==> config.mk <==
export PLATFORM = sky130hd
export DESIGN_NAME = mul_sequencer
export DESIGN_NICKNAME = d
export VERILOG_FILES = /design/src/rtl/mul_sequencer_pkg.sv /design/src/rtl/mul_sequencer_shift_add_dp.sv /design/src/rtl/mul_sequencer.sv
export SDC_FILE = /design/constraint.sdc
export NUM_CORES = 1
export LEC_CHECK = 0
export ABC_AREA = 1
export CAP_MARGIN = 20
export CORE_ASPECT_RATIO = 0.7
export CORE_MARGIN = 2
export CORE_UTILIZATION = 46
export DETAILED_ROUTE_END_ITERATION = 12
export PLACE_DENSITY = 0.81
export RECOVER_POWER = 25
export SETUP_SLACK_MARGIN = 0.5
export SLEW_MARGIN = 30
export SYNTH_ARGS = -nofsm -noshare
export SYNTH_HDL_FRONTEND = slang
export SYNTH_SLANG_ARGS = --single-unit
==> constraint.sdc <==
create_clock -name clk -period 14.6 [get_ports clk]
set_input_delay 2.92 -clock clk [delete_from_list [all_inputs] [get_ports clk]]
set_output_delay 2.92 -clock clk [all_outputs]
set_load 0.05 [all_outputs]
==> src/rtl/mul_sequencer_pkg.sv <==
`default_nettype none
// +----------------------------------------------------------------------------+
// | Module  : mul_sequencer_pkg                                                |
// | Brief   : State encoding and default sizing for the multi-cycle multiplier |
// | Revision: 1.0                                                              |
// +----------------------------------------------------------------------------+
package mul_sequencer_pkg;

  localparam int c_WIDTH = 32;
  localparam int c_CNT_W = 5;

  typedef enum logic [1:0] {
    IDLE = 2'd0,
    RUN  = 2'd1,
    DONE = 2'd2
  } mulState_e;

endpackage : mul_sequencer_pkg
`default_nettype wire

==> src/rtl/mul_sequencer_shift_add_dp.sv <==
`default_nettype none
// +----------------------------------------------------------------------------+
// | Module  : mul_shift_add_dp                                                 |
// | Brief   : Radix-2 shift-add datapath (acc/mcand/mplier, ripple adder)      |
// | Revision: 1.0                                                              |
// +----------------------------------------------------------------------------+
module mul_shift_add_dp
  import mul_sequencer_pkg::*;
#(
  parameter int WIDTH = c_WIDTH
) (
  input  logic             clk,
  input  logic             reset,
  input  logic             load,
  input  logic             step,
  input  logic [0:WIDTH-1] opA,
  input  logic [0:WIDTH-1] opB,
  output logic [0:WIDTH-1] accNext,
  output logic             mplierZero
);

  logic [0:WIDTH-1] r_acc;
  logic [0:WIDTH-1] r_mcand;
  logic [0:WIDTH-1] r_mplier;
  logic [0:WIDTH-1] w_sum;
  logic [1:WIDTH]   w_carry;

  // Index WIDTH-1 is the LSB, so the carry ripples from high index to low.
  assign w_carry[WIDTH] = 1'b0;

  for (genvar i = 0; i < WIDTH; i++) begin : g_fa
    assign w_sum[i] = r_acc[i] ^ r_mcand[i] ^ w_carry[i+1];
    if (i > 0) begin : g_carry
      assign w_carry[i] = (r_acc[i] & r_mcand[i]) | (w_carry[i+1] & (r_acc[i] ^ r_mcand[i]));
    end
  end

  assign accNext    = r_mplier[WIDTH-1] ? w_sum : r_acc;
  assign mplierZero = ((r_mplier >> 1) == '0);

  always_ff @(posedge clk) begin
    if (reset) begin
      r_acc    <= '0;
      r_mcand  <= '0;
      r_mplier <= '0;
    end else if (load) begin
      r_acc    <= '0;
      r_mcand  <= opA;
      r_mplier <= opB;
    end else if (step) begin
      r_acc    <= accNext;
      r_mcand  <= r_mcand << 1;
      r_mplier <= r_mplier >> 1;
    end
  end

endmodule : mul_shift_add_dp
`default_nettype wire

==> src/rtl/mul_sequencer.sv <==
`default_nettype none
// +----------------------------------------------------------------------------+
// | Module  : mul_sequencer                                                    |
// | Brief   : Execute-stage multi-cycle multiply controller with stall/valid   |
// | Revision: 1.0                                                              |
// +----------------------------------------------------------------------------+
module mul_sequencer
  import mul_sequencer_pkg::*;
#(
  parameter int WIDTH = c_WIDTH,
  parameter int CNT_W = c_CNT_W
) (
  input  logic             clk,
  input  logic             reset,
  input  logic             mul_in,
  input  logic [0:WIDTH-1] opA_in,
  input  logic [0:WIDTH-1] opB_in,
  input  logic             kill_in,
  output logic             stall_out,
  output logic             busy_out,
  output logic [0:WIDTH-1] result_out,
  output logic             result_valid
);

  mulState_e        r_state;
  logic [CNT_W-1:0] r_cnt;
  logic [0:WIDTH-1] r_result;
  logic             r_busy;
  logic             r_valid;

  logic             w_accept;
  logic             w_step;
  logic             w_finish;
  logic             w_mplierZero;
  logic [0:WIDTH-1] w_accNext;

  // Stall must assert in the accept cycle itself so ID/EX keeps the op.
  assign w_accept  = (r_state == IDLE) & mul_in & ~kill_in;
  assign w_step    = (r_state == RUN) & ~kill_in;
  assign w_finish  = w_step & (w_mplierZero | (r_cnt == CNT_W'(WIDTH - 1)));
  assign stall_out = w_accept | (r_state == RUN);

  assign busy_out     = r_busy;
  assign result_out   = r_result;
  assign result_valid = r_valid;

  mul_shift_add_dp #(
    .WIDTH(WIDTH)
  ) u_dp (
    .clk       (clk),
    .reset     (reset),
    .load      (w_accept),
    .step      (w_step),
    .opA       (opA_in),
    .opB       (opB_in),
    .accNext   (w_accNext),
    .mplierZero(w_mplierZero)
  );

  always_ff @(posedge clk) begin
    if (reset) begin
      r_state  <= IDLE;
      r_cnt    <= '0;
      r_result <= '0;
      r_busy   <= 1'b0;
      r_valid  <= 1'b0;
    end else begin
      case (r_state)
        IDLE: begin
          r_valid <= 1'b0;
          if (w_accept) begin
            r_state <= RUN;
            r_cnt   <= '0;
            r_busy  <= 1'b1;
          end
        end
        RUN: begin
          if (kill_in) begin
            r_state <= IDLE;
            r_busy  <= 1'b0;
          end else begin
            r_cnt <= r_cnt + 1'b1;
            if (w_finish) begin
              r_state  <= DONE;
              r_busy   <= 1'b0;
              r_valid  <= 1'b1;
              r_result <= w_accNext;
            end
          end
        end
        DONE: begin
          // The result retires this cycle; mul_in still shows the finished op.
          r_state <= IDLE;
          r_valid <= 1'b0;
        end
        default: begin
          r_state <= IDLE;
          r_busy  <= 1'b0;
          r_valid <= 1'b0;
        end
      endcase
    end
  end

endmodule : mul_sequencer
`default_nettype wire
# Word-level counts from Yosys, hierarchy flattened

Cells that the tools add are included.

Register bits: 137
Input bits: 68
Output and inout port bits: 35
Word-level logic and storage cells: 205

Add/sub/neg operators: 1
Eq/ne operators: 6
Multiplexer cells: 16
Bitwise gates (word level): 163
Reductions and logical operators: 11

Operators by type and width:

| cell                                           | number |
|---|---|
| two-way mux 32 bit                             | 5 |
| AND 1 bit                                      | 65 |
| XOR 1 bit                                      | 63 |
| zero test 32 bit                               | 1 |
| bitwise OR 1 bit                               | 32 |
| two-way mux 5 bit                              | 2 |
| one-hot mux 5 bit (2 select lines)             | 1 |
| AND reduction 3 bit                            | 3 |
| two-way mux 2 bit                              | 3 |
| adder 5 x 1 -> 5 bit (second input constant)   | 1 |
| == test 5 bit (second input constant)          | 1 |
| != test 2 bit (second input constant)          | 2 |
| one-hot mux 2 bit (2 select lines)             | 1 |
| AND reduction 2 bit                            | 2 |
| nonzero test 2 bit                             | 2 |
| OR reduction 2 bit                             | 2 |
| two-way mux 1 bit                              | 3 |
| != test 3 bit (second input constant)          | 1 |
| NOT 1 bit                                      | 3 |
| one-hot mux 1 bit (3 select lines)             | 1 |
| == test 2 x 1 -> 1 bit (second input constant) | 1 |
| == test 2 bit (second input constant)          | 1 |
| zero test 2 bit                                | 1 |

# Depth between registers and ports, before layout

Depth after elaboration: 63
Mapped depth: 38
Depth with buffers taken out: 38

# By module

A second synthesis with hierarchy kept.

Cell total of the unflattened synthesis: 924
Area, all modules: 6702.7 sq um

Modules (own cells, without submodules):

| module           | times used | cells an instance | area an instance (sq um) | seq. area each (sq um) |
|---|---|---|---|---|
| mul_shift_add_dp | 1          | 725               | 5136.2                   | 1921.8 |
| mul_sequencer    | 1          | 199               | 1566.5                   | 820.8 |

# Least setup slack after synthesis

Ideal clock, no wire load.

Path type: flip-flop to flip-flop
From: register u_dp.r_mcand[31] (netlist bit)
To: register u_dp.r_acc[0] (netlist bit)
Setup time: 0.115 ns
Arrival time: 14.423 ns
Data required time: 14.485 ns
Slack: 0.062 ns
Cell stages (with the launch flop): 39
Path buffers: 0
Period minus slack after synthesis: 14.538 ns
Cell sequence: dfxtp_1 -> ha_1 -> fa_1 -> fa_1 -> fa_1 -> fa_1 -> fa_1 -> fa_1 -> fa_1 -> fa_1 -> fa_1 -> fa_1 -> fa_1 -> fa_1 -> fa_1 -> fa_1 -> fa_1 -> fa_1 -> (+3 left out) -> fa_1 -> fa_1 -> fa_1 -> fa_1 -> fa_1 -> fa_1 -> fa_1 -> fa_1 -> inv_1 -> fa_1 -> inv_1 -> fa_1 -> fa_1 -> a21oi_1 -> o21ai_0 -> xor2_1 -> o21ai_0 -> inv_1

Cells in the longest elaborated chain, start to end: 63

Ends and longest elaborated chain:

| item                     | RTL line                         | source |
|---|---|---|
| start: declaration       | mul_sequencer_shift_add_dp.sv:23 | `logic [0:WIDTH-1] r_mcand;` |
| start signal: assignment | mul_sequencer_shift_add_dp.sv:48 | `r_mcand <= opA;` |
| start signal: assignment | mul_sequencer_shift_add_dp.sv:52 | `r_mcand <= r_mcand << 1;` |
| AND 1 bit (2 in a row)   | mul_sequencer_shift_add_dp.sv:34 | `assign w_carry[i] = (r_acc[i] & r_mcand[i]) \| (w_carry[i+1] & (r_acc[i] ^ r_mcand[i]));` |
| bitwise OR 1 bit         | mul_sequencer_shift_add_dp.sv:34 |  |
| AND 1 bit                | mul_sequencer_shift_add_dp.sv:34 |  |
| bitwise OR 1 bit         | mul_sequencer_shift_add_dp.sv:34 |  |
| AND 1 bit                | mul_sequencer_shift_add_dp.sv:34 |  |
| bitwise OR 1 bit         | mul_sequencer_shift_add_dp.sv:34 |  |
| AND 1 bit                | mul_sequencer_shift_add_dp.sv:34 |  |
| bitwise OR 1 bit         | mul_sequencer_shift_add_dp.sv:34 |  |
| (+46 left out)           | --                               |  |
| AND 1 bit                | mul_sequencer_shift_add_dp.sv:34 |  |
| bitwise OR 1 bit         | mul_sequencer_shift_add_dp.sv:34 |  |
| AND 1 bit                | mul_sequencer_shift_add_dp.sv:34 |  |
| bitwise OR 1 bit         | mul_sequencer_shift_add_dp.sv:34 |  |
| AND 1 bit                | mul_sequencer_shift_add_dp.sv:34 |  |
| bitwise OR 1 bit         | mul_sequencer_shift_add_dp.sv:34 |  |
| XOR 1 bit                | mul_sequencer_shift_add_dp.sv:32 | `assign w_sum[i] = r_acc[i] ^ r_mcand[i] ^ w_carry[i+1];` |
| two-way mux 32 bit       | mul_sequencer_shift_add_dp.sv:38 | `assign accNext = r_mplier[WIDTH-1] ? w_sum : r_acc;` |
| end signal: assignment   | mul_sequencer_shift_add_dp.sv:51 | `r_acc <= accNext;` |
| end: declaration         | mul_sequencer_shift_add_dp.sv:22 | `logic [0:WIDTH-1] r_acc;` |

Every way passes these cells.
A chain may end at the register's enable or synchronous reset.

# Final worst setup path

From: register u_dp.r_mcand[31] (netlist bit)
To: register r_result, in the netlist result_out[0]

Cells in the longest elaborated chain, start to end: 63

Ends and longest elaborated chain:

| item                   | RTL line                         | source |
|---|---|---|
| AND 1 bit (2 in a row) | mul_sequencer_shift_add_dp.sv:34 |  |
| bitwise OR 1 bit       | mul_sequencer_shift_add_dp.sv:34 |  |
| AND 1 bit              | mul_sequencer_shift_add_dp.sv:34 |  |
| bitwise OR 1 bit       | mul_sequencer_shift_add_dp.sv:34 |  |
| AND 1 bit              | mul_sequencer_shift_add_dp.sv:34 |  |
| bitwise OR 1 bit       | mul_sequencer_shift_add_dp.sv:34 |  |
| AND 1 bit              | mul_sequencer_shift_add_dp.sv:34 |  |
| bitwise OR 1 bit       | mul_sequencer_shift_add_dp.sv:34 |  |
| (+46 left out)         | --                               |  |
| AND 1 bit              | mul_sequencer_shift_add_dp.sv:34 |  |
| bitwise OR 1 bit       | mul_sequencer_shift_add_dp.sv:34 |  |
| AND 1 bit              | mul_sequencer_shift_add_dp.sv:34 |  |
| bitwise OR 1 bit       | mul_sequencer_shift_add_dp.sv:34 |  |
| AND 1 bit              | mul_sequencer_shift_add_dp.sv:34 |  |
| bitwise OR 1 bit       | mul_sequencer_shift_add_dp.sv:34 |  |
| XOR 1 bit              | mul_sequencer_shift_add_dp.sv:32 |  |
| two-way mux 32 bit     | mul_sequencer_shift_add_dp.sv:38 |  |
| end signal: assignment | mul_sequencer.sv:87              | `r_result <= w_accNext;` |
| end: declaration       | mul_sequencer.sv:27              | `logic [0:WIDTH-1] r_result;` |

Every way passes these cells.

==> reports/results.ini <==
[outcome]
status=finished with violations
violations=capacitance limit, slew limit

[cts]
cts_root_buffer=clkbuf_16
clk_pin_slew_ps=60
htree_levels=4
clock_latency_ps=420
cts_buffer_depth=2
clock-sinks=137
postCtsSetupRepairBufs=0
numCtsBuffers=17
cts_tree=yes

[critical_path]
regToRegSetupSlack_ps=980
critPathBufInv=2
rr_worst_depth=38
r2r_start=u_dp.r_mcand[31]
cp_common_cell=fa_2
critPathArrivalTime_ps=13960
critPathLaunchType=flip-flop
critPathTopFamily=adder cells
cpPeakStageDelay_ps=460
worst_ep_required_time_ps=14950
critPathCaptureType=flip-flop
r2r_end=result_out[0]
crit_type=flip-flop to flip-flop
critPathMaxFanout=3
slowest_stage=fa_1

[floorplanning]
fp.dieW_um=148
ios=103
rows=36
start_util_pct=47.4
die_y_um=104
core_mm2=0.0140
dieArea_mm2=0.0154

[synth]
ys_types=25
synthTopCellsByArea=dfxtp_1 41%, nand2_1 13%, fa_1 9.0%
synthXorXnorAreaFrac_pct=0.132
synthMuxAreaShare_pct=4.52
synth_area_mm2=0.00664
synthAdderAreaFrac_pct=9.62
syn-instance-count=827
synth_area_leader_cell=dfxtp_1
synth-seq-area-share_pct=41.3
synth_top_area_share_pct=41.3
synth_seq_cells=137
synth_area_per_cell_um2=8.02
syn-num-nets=928
synth-simple-area-share_pct=18.7
ys_warn_count=0
synth_top_family_by_area=simple AND/OR/NAND/NOR gates
synth_compound_area_share_pct=16.6

[finish]
final_net_count=995
final_cell_area_mm2=0.00831
final_common_cell=nand2_1
layout_common_cells=221 x nand2_1, 136 x dfxtp_1, 73 x a21oi_1
antenna_cells=0
area_growth_pct=25.2
drive_above_1_share_pct=8.39

[hold_path]
hold_depth=2
hold_start=u_dp.r_mplier[0]
hold_path.class=flip-flop to flip-flop
min_to=u_dp.r_mplier[0]

[power_and_ir_drop]
p_leak_uw=0.00346
vdd_drop_max_uv=76.9
fin_total_pwr_uw=969
clkPwrFrac_pct=47.9
switching_share_pct=23.4
p_comb_share_pct=10.7
switchingPower_uw=227
powerDensity_mw_per_mm2=117
intPower_uw=742
seq_power_share_pct=41.4

[timing]
slew_viol_final=69
finalSetupTns_ps=0
rsz0062_at_grt=no
fmax_ghz=0.0734
finalSetupViolations=0
timing.final.crit_period_ps=13620
maxSlewHeadroom_pct=-81.2
final_hold_viol_count=0
fin_skew_ps=9.53
worst_pin_slew_ps=2720
fin_crit_sh_pct=93.3
setup_slack_ps=982

[placement]
dp_hpwl_mm=9.77
io_buffers=102
placed_area_mm2=0.00764
place_congestion=0.767
place_ws_ps=60.3

[global_routing]
grt-ovfl-total=0
grt.total_usage_pct=20.2
globalRouteMet1Util_pct=27.1
grt_pass1_wl_mm=25.2
top_usage_layer=met2
grtUsageMet3_pct=5.26
gr-usage-met2_pct=32.0
antenna_found_initial=0
grt_max_degree=94
grt_pass1_vias=5369

[job]
cap_violations=1

[routing]
drtAntennaViolNets=0
via_per_inst=5.10
routed_wl_mm=15.0
drt_iter0_drc=339
routed-via-count=5590
wire_per_inst_um=13.7
firstDrtPassIters=4
drc=0

==> cell families (layout without fill, tap and decap cells) <==
group,after synthesis,in the layout
multiplexers,30,30
adder cells (fa/ha/maj),33,33
buffers and inverters,139,218
AND/OR/NAND/NOR,312,312
XOR/XNOR,1,1
AO/OA/AOI/OAI,175,175
flip-flops,137,137
==> power groups by stage <==
stage	combinational (µW)	sequential (µW)	clock, µW
after floorplan	69.7	408	0
after global placement	102	408	0
after detailed placement	104	408	0
after CTS	104	401	469
after global routing	117	403	485
final	104	401	465
==> repair_timing <==
action / CTS / global route
pin swaps: 1 / 2
hold buffers: 0 / 0
endpoints found under the hold margin: 0 / 0
setup endpoints to repair: 4 / 4
gates resized for setup: 10 / 6
==> area by class of cell <==
cell class              count  area, µm²
repair buffers            106       1040
well taps                 190        238
fillers                  1236       5700
clock buffers              23        468
multi-input cells         551       3340
inverters                  81        307
flip-flops and latches    137       2750
clock inverters             8        168
==> Yosys cell counts <==
master    number
o21a_1        30
nand3_1       36
o221ai_1      29
buf_6          6
or2_0          1
a31oi_1       32
buf_2         27
dfxtp_1      137
nand2_2        3
nor2_4         1
clkbuf_1      14
o21ai_1        1
nand2_1      221
o21ai_0       10
ha_1           3
buf_4          2
inv_2         13
mux2i_1       30
nor2_2         2
buf_1          9
xor2_1         1
nor2_1        48
a21oi_1       73
inv_1         68
fa_1          30
==> routing by layer <==
metal,vias to the layer above,share of wire [%]
li1,2858,-
met1,2579,49
met2,135,44
met3,18,4.5
met4,0,1.6
met5,-,0
==> stage by stage <==
stage          hold slack (ps)  utilization [%]  cells
3_3_place_gp               444             54.5   1065
5_1_grt                    488             59.3   1096
2_1_floorplan              428                -    827
3_5_place_dp               456             54.6   1065
6_report                   467             59.3   1096
4_1_cts                    465             59.3   1096
==> worst max-delay path by stage <==
stage                          start             to  slack [ps]  depth (start not counted)
finish              u_dp.r_mcand[31]  result_out[0]         980                         38
global route        u_dp.r_mcand[31]  result_out[0]         510                         38
CTS                 u_dp.r_mcand[31]  result_out[0]         520                         38
detailed placement  u_dp.r_mcand[31]  result_out[0]          60                         38
global placement    u_dp.r_mcand[31]  result_out[0]         230                         38
floorplan           u_dp.r_mcand[31]  u_dp.r_acc[0]         530                         38
==> registers in the layout, indices dropped and copies added, names as in the netlist <==
signal and count:
u_dp.r_mplier 32, u_dp.r_mcand 32, result_out 32, r_state 2, u_dp.r_acc 32, busy_out 1
r_cnt 5, result_valid 1
==> tightest hold or removal path, stage by stage (launching register included) <==
cell,delay (ps)
dfxtp_1,310
nand2_1,60
a21oi_1,50
No activity file was read; power rests on OpenSTA's default activity.
==> edit 1: new RTL, same flow settings <==
Reset style: asynchronous (`reset`), changed in 2 clocked blocks.
--- a/src/rtl/mul_sequencer_shift_add_dp.sv
+++ b/src/rtl/mul_sequencer_shift_add_dp.sv
@@ -38,7 +38,7 @@
   assign accNext    = r_mplier[WIDTH-1] ? w_sum : r_acc;
   assign mplierZero = ((r_mplier >> 1) == '0);
 
-  always_ff @(posedge clk) begin
+  always_ff @(posedge clk or posedge reset) begin
     if (reset) begin
       r_acc    <= '0;
       r_mcand  <= '0;
--- a/src/rtl/mul_sequencer.sv
+++ b/src/rtl/mul_sequencer.sv
@@ -57,7 +57,7 @@
     .mplierZero(w_mplierZero)
   );
 
-  always_ff @(posedge clk) begin
+  always_ff @(posedge clk or posedge reset) begin
     if (reset) begin
       r_state  <= IDLE;
       r_cnt    <= '0;
Behaviour: differs if reset is asserted again (counterexample within 4 cycles, from zero or initial values and one cycle with reset high); with reset held inactive, the same outputs for 4 cycles.
==> edit 1 against the unedited design <==
The run still ends with max-capacitance violations, max-slew violations left. Setup slack gained 740 ps. Sequential share of layout area grew 8.1 points. Sequential cell count is the same. Final area grew 0.24%. Area after synthesis grew 1.8%. Routed wire length grew 1.7%. Critical endpoint is now u_dp.r_acc[1]. Largest cell class is now flip-flops and latches. Highest routed layer unchanged.
Power is not compared: it rests on default switching activity, and its combinational part moved more than twofold at a synthesized area within 25%.
==> edit 1: results (changes against the unedited design) <==
Clock network
  – Max clock buf depth: 2 (unchanged)
  – Root Buffer: clkbuf_16
  – Post CTS Setup Buffer Count: 0 (unchanged)
  – Post-CTS Resized: 0 (-10)
  – Clock-pin slew on the worst setup and hold paths: 50 ps
  – Num CTS Buffers: 17 (unchanged)
  – Clk Latency, worst-skew pair: 420 ps (about the same)
  – H-tree lvl count: 4 (unchanged)

Placed design
  – Detailed placement HPWL: 9940 µm (+1.8%)
  – Port bufs: 102 (unchanged)
  – Gp weighted congestion: 0.815 (+6.2%)
  – Inst Count DP: 984 (-7.6%)

GRT
  – Initial antenna violation count: 0 (unchanged)
  – Largest net degree at the start of global routing: 74 (-21%)
  – First-pass GRT wire length: 26,300 µm (+4.3%)
  – Vias in the first global route: 5,316 (-0.99%)
  – Global Route Usage Sum: 0.212 (+0.0102)

Detailed routing
  – Via/cell ratio: 5.19 (+1.8%)
  – WL met3: 877 µm (+30%)
  – Drt total wl: 15,300 µm (+1.7%)
  – WL met2: 6630 µm (-0.75%)
  – DR pass1 iterations: 4 (unchanged)
  – Met1 Wirelength: 7610 µm (+2.5%)
  – Highest metal used: met4
  – Initial detailed-routing violation count: 433 (+28%)
  – DR WL/cell: 15.1 µm (+10%)

Layout
  – Ant. Diodes: 0 (unchanged)
  – Post-layout net count: 909 (-8.6%)
  – Filler Cell Count: 1,291 (+4.4%)
  – Share of layout cells above drive strength 1: 0.0539 (-0.0300)

Run status
  – Violated checks: max-capacitance violations, max-slew violations
  – Outcome: finished with violations

Synth
  – Ys Warns: 0 (unchanged)
  – Post-synth top cells: nand2_1, dfrtp_1, inv_1
  – Synth top area cells: dfrtp_1, nand2_1, fa_1
  – Syn_area_per_cell: 9.32 µm² (+16%)
  – Primary FF master, synth: dfrtp_1
  – Distinct cells, synth: 25 (unchanged)
  – Synth Net Count: 826 (-11%)
  – Register area share after synthesis: 0.508 (+0.0942)
  – Asr flop ratio synth: 1.00 (+1.00)

Power
  – VDD IR max: 0.0000823 V
  – Power Internal: 0.000827 W
  – Static leakage: 3.71 nW

Job
  – Max_cap viols: 3 (+2)

Timing
  – Clock skew: 13.1 ps (+3.54 ps)
  – Slew @ Worst Pin: 3760 ps (+1040 ps)
  – Max Slew Vio Count: 205 (+200%)

Hold path
  – Hold Path Class: register to register

Setup path
  – Slowest stage delay, CP: 430 ps (-30 ps)
  – Slowest CP cell: fa_1
  – CP Max Fanout: 2 (-1)
-- edit 1: power groups by stage --
| stage | Clock (W) | Combinational [W] | Sequential [W] |
|---|---|---|---|
| final | 0.000391 | 0.000340 | 0.000495 |
| after global routing | 0.000417 | 0.000398 | 0.000505 |
| after CTS | 0.000397 | 0.000343 | 0.000495 |
| after detailed placement | 0 | 0.000339 | 0.000500 |
| after global placement | 0 | 0.000323 | 0.000496 |
| after floorplan | 0 | 0.000255 | 0.000491 |
-- edit 1: cell type report --
type                            count  share of cell area
Sequential cell                   137               0.412
Multi-Input combinational cell    440               0.323
Timing Repair Buffer              105               0.125
Clock buffer                       24              0.0578
Inverter                          107              0.0485
Tap cell                          195              0.0293
Clock inverter                      4             0.00541
-- edit 1: routing by layer --
layer | track usage | up-vias
met5 | 0 | -
met4 | 0.0483 | 0
met3 | 0.0502 | 14
met2 | 0.308 | 151
met1 | 0.325 | 2570
li1 | - | 2517
-- edit 1: kinds of logic (layout without fill, tap and decap cells) --
family	Yosys count	in the layout	share of synthesized area
buffers and inverters	148	240	0.0948
xor gates and xnor gates	1	1	0.00130
AOI/OAI and AO/OA	141	141	0.143
and+or+nand+nor	265	265	0.159
DFF	137	137	0.508
adders and majority gates	33	33	0.0945
-- edit 1: worst paths after layout --
| check | startpoint | to | slack [ps] | cells past startpoint |
|---|---|---|---|---|
| worst max-delay path | u_dp.r_mcand[31] | u_dp.r_acc[1] | 1730 | 37 |
| worst max register to register | u_dp.r_mcand[31] | u_dp.r_acc[1] | 1730 | 37 |
| min in group asynchronous | reset | u_dp.r_mplier[4] | 3800 | 2 |
| max in group asynchronous | reset | u_dp.r_acc[5] | 6310 | 3 |
| worst min-delay path | result_out[4] | result_out[4] | 470 | 2 |
| worst min register to register | result_out[4] | result_out[4] | 470 | 2 |
-- edit 1: critical path: cells and delay by family (launching register included) --
family                     cells  cell delay [ps]
AOI/OAI and AO/OA              2              200
adders and majority gates     31            11890
buffers and inverters          2              120
DFF                            1              360
and+or+nand+nor                2              160
-- edit 1: through the flow --
step	hold WS [ps]	cell area [µm²]	util	setup slack (ps)	total power, W
detailed placement	458	7810	0.537	1800	0.000839
CTS	472	8340	0.574	1710	0.00123
finish	467	8330	0.573	1730	0.00123
floorplan	456	6760	-	2470	0.000746
global route	489	8330	0.573	1340	0.00132
global placement	453	7810	0.537	2070	0.000819
==> edit 2: new RTL, config.mk and constraints unchanged <==
Made on the original files. Change the package constant `c_WIDTH` from 32 to 48.
--- a/src/rtl/mul_sequencer_pkg.sv
+++ b/src/rtl/mul_sequencer_pkg.sv
@@ -6,7 +6,7 @@
 // +----------------------------------------------------------------------------+
 package mul_sequencer_pkg;
 
-  localparam int c_WIDTH = 32;
+  localparam int c_WIDTH = 48;
   localparam int c_CNT_W = 5;
 
   typedef enum logic [1:0] {
Ports: changed (resized opA_in, opB_in and result_out); port bits go from 103 to 151. No check against the original RTL was run, so the function may have changed too.
==> edit 2 against the unedited design <==
The flow finishes with violations (max-capacitance violations, max-slew violations, negative setup slack). Clock power up 11%. Setup slack worse by 3600 ps. Routed wire length is 52% higher. Critical path depth grew 18. Synthesized cell count grew 46%. Power rose by 29%. Utilization down 0.68 points. Hold slack better by 5.9 ps. Sequential cell count grew 64. Die area up 45%. Maximum frequency shrank 21%. Area after synthesis is 46% higher. Final cell count grew 47%. Final area up 46%. Critical endpoint unchanged. Highest routed layer unchanged.
==> edit 2: results (changes against the unedited design) <==
Hold path
  – Hold path endpoint: result_out[16]

Detailed routing
  – Via/cell ratio: 5.21 (+2.1%)
  – DR WL/cell: 14.2 µm (+3.8%)
  – Initial detailed-routing violation count: 510 (+50%)
  – DR pass1 iterations: 5 (+1)

GRT
  – Largest net degree at the start of global routing: 244 (+160%)
  – First-pass GRT wire length: 38,600 µm (+53%)
  – Global Route Usage Sum: 0.207 (+0.00534)

Synth
  – Distinct cells, synth: 27 (+8.0%)
  – Post-synth top cells: nand2_1, dfxtp_1, inv_1
  – Synth top area cells: dfxtp_1, nand2_1, fa_1
  – Register area share after synthesis: 0.414 (+0.00105)
  – Yosys top cell area share: 0.414 (+0.00105)

Timing
  – Fin Setup TNS: -26,940 ps (-26,940 ps)
  – Clock skew: 13.8 ps (+4.30 ps)
  – Final setup viols: 18 (+18)
  – Slew @ Worst Pin: 6660 ps (+3940 ps)
  – Max Slew Vio Count: 222 (+220%)
  – Setup slack after layout: -2640 ps (-3630 ps)

Job
  – Max_cap viols: 3 (+2)

Setup path
  – Worst R2R Path Depth: 56 (+47%)
  – Slowest stage delay, CP: 360 ps (-100 ps)
  – Critical R2R Launch: u_dp.r_acc[47]
  – CP Max Fanout: 2 (-1)
  – R2R Setup Slk: -2640 ps (-3630 ps)

Power
  – Sequential power: 0.000587 W (+46%)
  – Power in the clock group: 0.000518 W (+11%)
  – Power Internal: 0.000932 W (+26%)
  – VDD IR max: 0.0000621 V (-19%)

Placed design
  – Port bufs: 150 (+47%)
  – Placed cell area: 11,500 µm² (+50%)
  – Detailed placement HPWL: 14,600 µm (+50%)

Clock network
  – Num CTS Buffers: 21 (+4)
  – Max clock buf depth: 3 (+1)
  – H-tree lvl count: 1 (-3)

Layout
  – Filler Cell Count: 1,913 (+55%)
  – Flip-flop and latch area: 4030 µm² (+47%)
  – Post-layout net count: 1,465 (+47%)

Run status
  – Violated checks: max-capacitance violations, max-slew violations, negative setup slack
  – Outcome: finished with violations
## edit 2: cell count changes after synthesis, moves of 13 or more
| cell | delta |
|---|---|
| nand2_1 | +94 |
| dfxtp_1 | +64 |
| inv_1 | +42 |
| nor2_1 | +35 |
| a21oi_1 | +30 |
| fa_1 | +16 |
| mux2i_1 | +16 |
| nand3_1 | +16 |
| o21a_1 | +16 |
| a31oi_1 | +15 |
| clkbuf_1 | +14 |
| o221ai_1 | +13 |
## edit 2: cell families after synthesis
logic type / share of synthesized area
xor+xnor: 0.000902
fa+ha+maj: 0.0987
flops: 0.414
mux: 0.0474
buf+inv: 0.0864
simple gates: 0.186
compound gates: 0.166
## edit 2: final cells by class
class / instances / area share
multi-input cells: 806 / 0.411
clock inverters: 8 / 0.00618
clock buffers: 30 / 0.0486
repair buffers: 174 / 0.139
well taps: 276 / 0.0285
inverters: 112 / 0.0347
flip-flops and latches: 201 / 0.332
## edit 2: per-stage QoR
stage	std cells	hold WS [ps]	power (W)	setup slack, ps
5_1_grt	1607	492	0.00130	-3080
3_5_place_dp	1567	449	0.000739	-2590
3_3_place_gp	1566	450	0.000734	-2480
4_1_cts	1605	474	0.00126	-2700
2_1_floorplan	1207	424	0.000684	-2050
6_report	1607	473	0.00125	-2640
## edit 2: per-layer routing
layer	vias to the layer above	track usage	share of wire	routed length [µm]
met2	228	0.323	0.44	10100
met3	34	0.0319	0.053	1210
li1	4190	-	-	-
met5	-	0	0	0
met1	3915	0.305	0.49	11100
met4	0	0.0419	0.016	373
## edit 2: critical path, delay by kind of cell (launching register included)
kind,cells,cell delay (ps)
AO/OA/AOI/OAI,2,200
XOR/XNOR,1,180
adder cells (fa/ha/maj),47,16030
buffers and inverters,3,170
flip-flops,1,330
AND/OR/NAND/NOR,3,250
